===== src/rtl/barker_frame_sync.sv =====
// barker_frame_sync: HUNT/VERIFY/LOCK frame synchronizer behind a Barker-11 correlator.
// Forwards only payload bits while locked, through a single output register.
// Optional lock/loss statistics are built when BARKER_FSYNC_STATS_EN is defined;
// otherwise o_lock_cnt/o_loss_cnt are tied to zero.
module barker_frame_sync #(
    parameter int unsigned FRAME_LEN  = 64,
    parameter int unsigned SYNC_LEN   = 11,
    parameter int unsigned VERIFY_CNT = 2,
    parameter int unsigned MISS_MAX   = 3
) (
    input  logic        i_clk,
    input  logic        i_rst_n,
    input  logic        s_tdata,
    input  logic        s_tuser,
    input  logic        s_tvalid,
    output logic        s_tready,
    output logic        m_tdata,
    output logic        m_tvalid,
    output logic        m_tlast,
    input  logic        m_tready,
    output logic        o_locked,
    output logic [1:0]  o_state,
    output logic [15:0] o_lock_cnt,
    output logic [15:0] o_loss_cnt
);

    localparam int unsigned PW = $clog2(FRAME_LEN);
    localparam int unsigned GW = $clog2(VERIFY_CNT + 1);
    localparam int unsigned MW = $clog2(MISS_MAX + 1);

    localparam logic [PW-1:0] P_LAST     = PW'(FRAME_LEN - 1);
    localparam logic [PW-1:0] P_PAY_LAST = PW'(FRAME_LEN - SYNC_LEN - 1);
    localparam logic [GW-1:0] GOOD_LIM   = GW'(VERIFY_CNT);
    localparam logic [MW-1:0] MISS_LIM   = MW'(MISS_MAX);

    localparam logic [1:0] ST_HUNT   = 2'd0;
    localparam logic [1:0] ST_VERIFY = 2'd1;
    localparam logic [1:0] ST_LOCK   = 2'd2;

    logic [1:0]    state, state_n;
    logic [PW-1:0] p, p_n, p_adv;
    logic [GW-1:0] good, good_n;
    logic [MW-1:0] miss, miss_n;
    logic          m_tvalid_n, m_tdata_n, m_tlast_n, locked_n;
    logic          accept;
    logic          enter_lock, lose_lock;

    assign s_tready = !m_tvalid || m_tready;
    assign accept   = s_tvalid && s_tready;
    assign p_adv    = (p == P_LAST) ? '0 : p + PW'(1);
    assign o_state  = state;

    // State, position, counters and output register
    always_ff @(posedge i_clk or negedge i_rst_n) begin
        if (!i_rst_n) begin
            state    <= ST_HUNT;
            p        <= '0;
            good     <= '0;
            miss     <= '0;
            m_tvalid <= 1'b0;
            m_tdata  <= 1'b0;
            m_tlast  <= 1'b0;
            o_locked <= 1'b0;
        end else begin
            state    <= state_n;
            p        <= p_n;
            good     <= good_n;
            miss     <= miss_n;
            m_tvalid <= m_tvalid_n;
            m_tdata  <= m_tdata_n;
            m_tlast  <= m_tlast_n;
            o_locked <= locked_n;
        end
    end

    // Next-state: sync tracking and payload forwarding on accepted beats
    always_comb begin
        state_n    = state;
        p_n        = p;
        good_n     = good;
        miss_n     = miss;
        m_tvalid_n = m_tvalid && !m_tready;
        m_tdata_n  = m_tdata;
        m_tlast_n  = m_tlast;
        enter_lock = 1'b0;
        lose_lock  = 1'b0;
        if (accept) begin
            case (state)
                ST_HUNT: begin
                    if (s_tuser) begin
                        p_n     = '0;
                        good_n  = GW'(1);
                        state_n = ST_VERIFY;
                    end
                end
                ST_VERIFY: begin
                    p_n = p_adv;
                    if (p == P_LAST) begin
                        if (!s_tuser) begin
                            good_n  = '0;
                            state_n = ST_HUNT;
                        end else if (good == GOOD_LIM - GW'(1)) begin
                            good_n     = '0;
                            miss_n     = '0;
                            state_n    = ST_LOCK;
                            enter_lock = 1'b1;
                        end else begin
                            good_n = good + GW'(1);
                        end
                    end
                end
                ST_LOCK: begin
                    p_n = p_adv;
                    if (p <= P_PAY_LAST) begin
                        m_tvalid_n = 1'b1;
                        m_tdata_n  = s_tdata;
                        m_tlast_n  = (p == P_PAY_LAST);
                    end
                    if (p == P_LAST) begin
                        if (s_tuser) begin
                            miss_n = '0;
                        end else if (miss == MISS_LIM - MW'(1)) begin
                            miss_n    = '0;
                            state_n   = ST_HUNT;
                            lose_lock = 1'b1;
                        end else begin
                            miss_n = miss + MW'(1);
                        end
                    end
                end
                default: begin
                    state_n = ST_HUNT;
                    p_n     = '0;
                    good_n  = '0;
                    miss_n  = '0;
                end
            endcase
        end
        locked_n = (state_n == ST_LOCK);
    end

`ifdef BARKER_FSYNC_STATS_EN
    logic [15:0] lock_cnt, loss_cnt;

    // Saturating lock acquisition / loss statistics
    always_ff @(posedge i_clk or negedge i_rst_n) begin
        if (!i_rst_n) begin
            lock_cnt <= '0;
            loss_cnt <= '0;
        end else begin
            if (enter_lock && (lock_cnt != 16'hFFFF)) lock_cnt <= lock_cnt + 16'd1;
            if (lose_lock && (loss_cnt != 16'hFFFF))  loss_cnt <= loss_cnt + 16'd1;
        end
    end

    assign o_lock_cnt = lock_cnt;
    assign o_loss_cnt = loss_cnt;
`else
    logic unused_stats;
    assign unused_stats = enter_lock ^ lose_lock;
    assign o_lock_cnt   = '0;
    assign o_loss_cnt   = '0;
`endif

endmodule


===== config.mk =====
export PLATFORM = sky130hd
export DESIGN_NAME = barker_frame_sync
export DESIGN_NICKNAME = d
export VERILOG_FILES = /design/src/rtl/barker_frame_sync.sv
export SDC_FILE = /design/constraint.sdc
export NUM_CORES = 1
export LEC_CHECK = 0
export ABC_CLOCK_PERIOD_IN_PS = 4300
export BUFFER_PORTS_ARGS = -buffer_cell sky130_fd_sc_hd__buf_2
export CAP_MARGIN = 30
export CORE_MARGIN = 4
export CORE_UTILIZATION = 45
export DETAILED_ROUTE_END_ITERATION = 16
export PLACE_DENSITY_LB_ADDON = 0.3
export REMOVE_ABC_BUFFERS = 1
export SYNTH_ARGS = -nofsm -noshare
export SYNTH_HDL_FRONTEND = slang
export SYNTH_SLANG_ARGS = --single-unit

===== constraint.sdc =====
create_clock -name i_clk -period 4.3 [get_ports i_clk]
set_input_delay 0.86 -clock i_clk [delete_from_list [all_inputs] [get_ports i_clk]]
set_output_delay 0.86 -clock i_clk [all_outputs]
set_load 0.005 [all_outputs]

# After elaboration in Yosys (flattened, before gate mapping)
# Cells that the tools add are included.
# totals
input_bits	6
out_inout_bits	39
elab_cells	64
ff_bits	16
# op_classes
n_addsub	3
n_mux	27
eq_ne	12
bitwise_logic	2
reduce_logical	11
order_cmp	1
# ops
op	count
$mux 2	18
$pmux 2 s3	3
$eq 6x6->1 const B	2
$mux 6	2
$pmux 6 s2	1
$ne 2x2->1 const B	5
$add 6x1->6 const B	1
$eq 2x2->1 const B	3
$le 6x6->1 const B	1
$reduce_and 6->1	1
$add 2x1->2 const B	2
$eq 2x1->1 const B	2
$reduce_and 4->1	1
$mux 1	3
$reduce_and 3->1	1
$logic_and 1x1->1	2
$logic_not 1->1	2
$logic_not 2->1	1
$not 1->1	2
$reduce_and 2->1	1
$reduce_or 2->1	1
$logic_or 1x1->1	1

# Logic depth before layout (Yosys ltp)
# depth
depth_word	7
depth_mapped	6
ltp_nobuf	6

# Least setup slack after synthesis
# Ideal clock, no wire load.
# synth_timing
path_type	input-to-output
from	input m_tready
to	output s_tready
required_time_ns	3.440
t_arrival_ns	1.217
path_buffers	1
slack_ns	2.223
stages	3
path_cell_list	nor2b_1 > clkbuf_4 > inv_1
# synth_between
elab_chain_cells	1
# synth_rtl
item	line	text
start: declaration	20	input logic m_tready,
$logic_or 1x1->1	48	assign s_tready = !m_tvalid || m_tready;
end: declaration	16	output logic s_tready,
# No other way between the ends.

# Worst setup path after layout
# Ends and elaborated chain as after synthesis.

==> impl_metrics.py <==
metrics = {
    "status": {
        "status": "completed",
    },
    "timing": {
        "rsz0062_at_grt": "false",
        "finalSetupViolCount": 0,
        "slew_headroom": 0.545,
        "report.final.hold_viol_count": 0,
        "clock_skew_ns": 0.0132,
        "clock.fmax_mhz": 360,
        "period_share": 0.645,
        "drv_slew": 0,
        "worstMarginPinSlew_ns": 0.681,
        "finalSetupTns_ns": 0,
        "fin_crit_ns": 2.78,
    },
    "cts": {
        "ctsRootBufferMaster": "clkbuf_4",
        "numCtsBuffers": 3,
        "clk_pin_slew_ns": 0.11,
        "insertion_delay_ns": 0.30,
        "ctsLongestPathBuffers": 2,
        "cts_tree": "done",
        "cts_resized": 0,
        "cts.sinks": 16,
        "hold_buffers": 0,
        "cts-htree-levels": 1,
        "post-cts-setup-buffer-count": 0,
    },
    "setup_path": {
        "cp_max_fo": 8,
        "crit_slowest_cell": "nor2b_1",
        "critPathRequiredTime_ns": 3.44,
        "rr_endpoint": "o_locked",
        "criticalPathCategory": "input pin to output pin",
        "crit_family": "simple AND/OR/NAND/NOR gates",
        "crit_arrival_ns": 1.92,
        "start_kind": "input pin",
        "slowest_delay_ns": 0.53,
        "crit_buf_inv": 3,
        "crit_path_end_kind": "output pin",
        "cpMostUsedCell": "buf_2",
        "rr_worst_depth": 5,
        "path_cells": "buf_2, nor2b_1, inv_1, buf_2",
        "r2r_start": "m_tvalid",
        "reg2reg_slack_ns": 2.36,
    },
    "routing": {
        "drcViolationCount": 0,
        "wl_per_cell_um": 13.8,
        "dr.pass1.iters": 4,
        "wirelength_um": 2670,
        "vias_per_cell": 5.33,
        "vias": 1034,
        "ant_nets": 0,
        "drtIter0Drc": 84,
    },
    "power": {
        "fin_total_pwr_uw": 531,
        "pwr-share-seq": 0.418,
        "ir_drop_uv": 223,
        "p_int_uw": 311,
        "swShare": 0.414,
        "clockPowerShare": 0.196,
        "power.share.combinational": 0.386,
        "powerDensity_mw_per_mm2": 409,
        "power.net_switching_uw": 220,
        "leakagePower_uw": 0.000619,
    },
    "floorplan": {
        "dieArea_sq_mm": 0.00380,
        "pin_count": 45,
        "die_w_um": 61.6,
        "dieHeight_um": 61.6,
        "rows": 19,
        "start_util": 0.470,
        "core_area_sq_mm": 0.00276,
    },
    "final_layout": {
        "n_antenna_cell": 0,
        "final_common_cell": "conb_1",
        "drive_gt1_frac": 0.166,
        "nets": 176,
        "mostFrequentLayoutCells": "conb_1 (32), dfrtp_1 (16), inv_1 (13)",
        "syn2layout_area_growth_pct": 0.290,
        "finish.utilization": 0.471,
    },
    "place": {
        "dp_hpwl_um": 2030,
        "numPortBuffers": 12,
        "gp_congestion": 0.782,
    },
    "global_routing": {
        "grt_max_degree": 17,
        "grtUsageTotal": 0.150,
        "antenna_found_initial": 0,
        "globalRoute.totalOverflow": 0,
        "grt_first_pass_wirelength_um": 4310,
        "grt_pass1_vias": 975,
    },
    "yosys": {
        "synth-edff-count": 0,
        "avgSynthCellArea_sq_um": 8.69,
        "async_flop_share": 1.00,
        "synth_area_sq_mm": 0.00129,
        "synth_cells": 149,
        "ys_seq_elements": 16,
        "synth_cell_types": 41,
        "yosys_warnings": 0,
        "synth_flop_cell": "dfrtp_1",
        "ys_seq_area_frac": 0.309,
    },
    "run": {
        "drv_cap": 0,
    },
    "worst_hold_path": {
        "min_path_type": "input pin to asynchronous set/reset pin",
    },
}
[cell families (layout without fill, tap and decap cells)]
group                    after synthesis  after routing  synth area share
AO/OA/AOI/OAI                         30             30             0.162
AND/OR/NAND/NOR                       48             48             0.221
buffers and inverters                 46             29             0.229
other                                  1             32           0.00290
adder cells (fa/ha/maj)                6              6            0.0580
flip-flops                            16             16             0.309
multiplexers                           2              2            0.0174
[how the worst max path moves through the flow]
stage                         from        to  slack (ns)  cells after the start
after detailed placement  m_tready  s_tready        1.58                      4
after global placement    m_tready  s_tready        1.61                      4
after floorplan           m_tready  s_tready        1.99                      2
after global routing      m_tready  s_tready        1.44                      4
after CTS                 m_tready  s_tready        1.55                      4
final                     m_tready  s_tready        1.52                      4
[layout make-up]
| class | count | area [sq um] |
|---|---|---|
| Timing Repair Buffer | 12 | 60.1 |
| Multi-Input combinational cell | 118 | 714 |
| Inverter | 13 | 48.8 |
| Tap cell | 31 | 38.8 |
| Sequential cell | 16 | 400 |
| Fill cell | 279 | 1460 |
| Clock buffer | 4 | 36.3 |
[power by group through the flow]
| stage | clock network [uW] | logic (uW) | registers (uW) |
|---|---|---|---|
| after floorplan | 0 | 152 | 214 |
| after global placement | 0 | 198 | 221 |
| after detailed placement | 0 | 202 | 224 |
| after CTS | 108 | 204 | 221 |
| after global routing | 114 | 235 | 229 |
| final | 104 | 205 | 222 |
[state kept, by name (all words and copies together) (netlist names)]
signal,cells
miss,2
m_tdata,1
m_tvalid,1
o_state,2
m_tlast,1
o_locked,1
good,2
p,6
[layer usage]
metal,vias up,track usage,wire length [um]
met4,0,0.0394,36
met2,51,0.242,1300
met5,-,0,0
met3,8,0.0503,221
met1,489,0.193,1120
li1,486,-,-
[Yosys cell counts, types with 2 or more instances]
library cell	n	area [sq um]
nor3_1	5	25.0
dfrtp_1	16	400
nor2_1	3	11.3
nand3_1	4	20.0
a2111oi_0	2	17.5
mux2_2	2	22.5
nand2b_1	3	18.8
nand2_1	9	33.8
a21oi_1	3	15.0
a2111oi_2	2	30.0
nand3b_1	2	15.0
nand3_2	2	20.0
inv_1	13	48.8
nand4_1	3	18.8
nor4_1	3	18.8
nor2b_1	3	18.8
o211ai_1	2	15.0
buf_4	32	240
ha_1	6	75.1
a31oi_1	3	18.8
or2_2	2	12.5
o21ai_0	10	50.1
[through the flow]
| stage | area [sq um] | setup WS, ns | std cells | hold slack (ns) |
|---|---|---|---|---|
| finish | 1300 | 1.52 | 194 | 0.456 |
| global route | 1300 | 1.44 | 194 | 0.476 |
| CTS | 1300 | 1.55 | 194 | 0.470 |
| detailed placement | 1260 | 1.58 | 190 | 0.493 |
| global placement | 1260 | 1.61 | 190 | 0.484 |
| floorplan | 1160 | 1.99 | 147 | 0.466 |
Note: power is estimated with default switching activity, not from simulation.
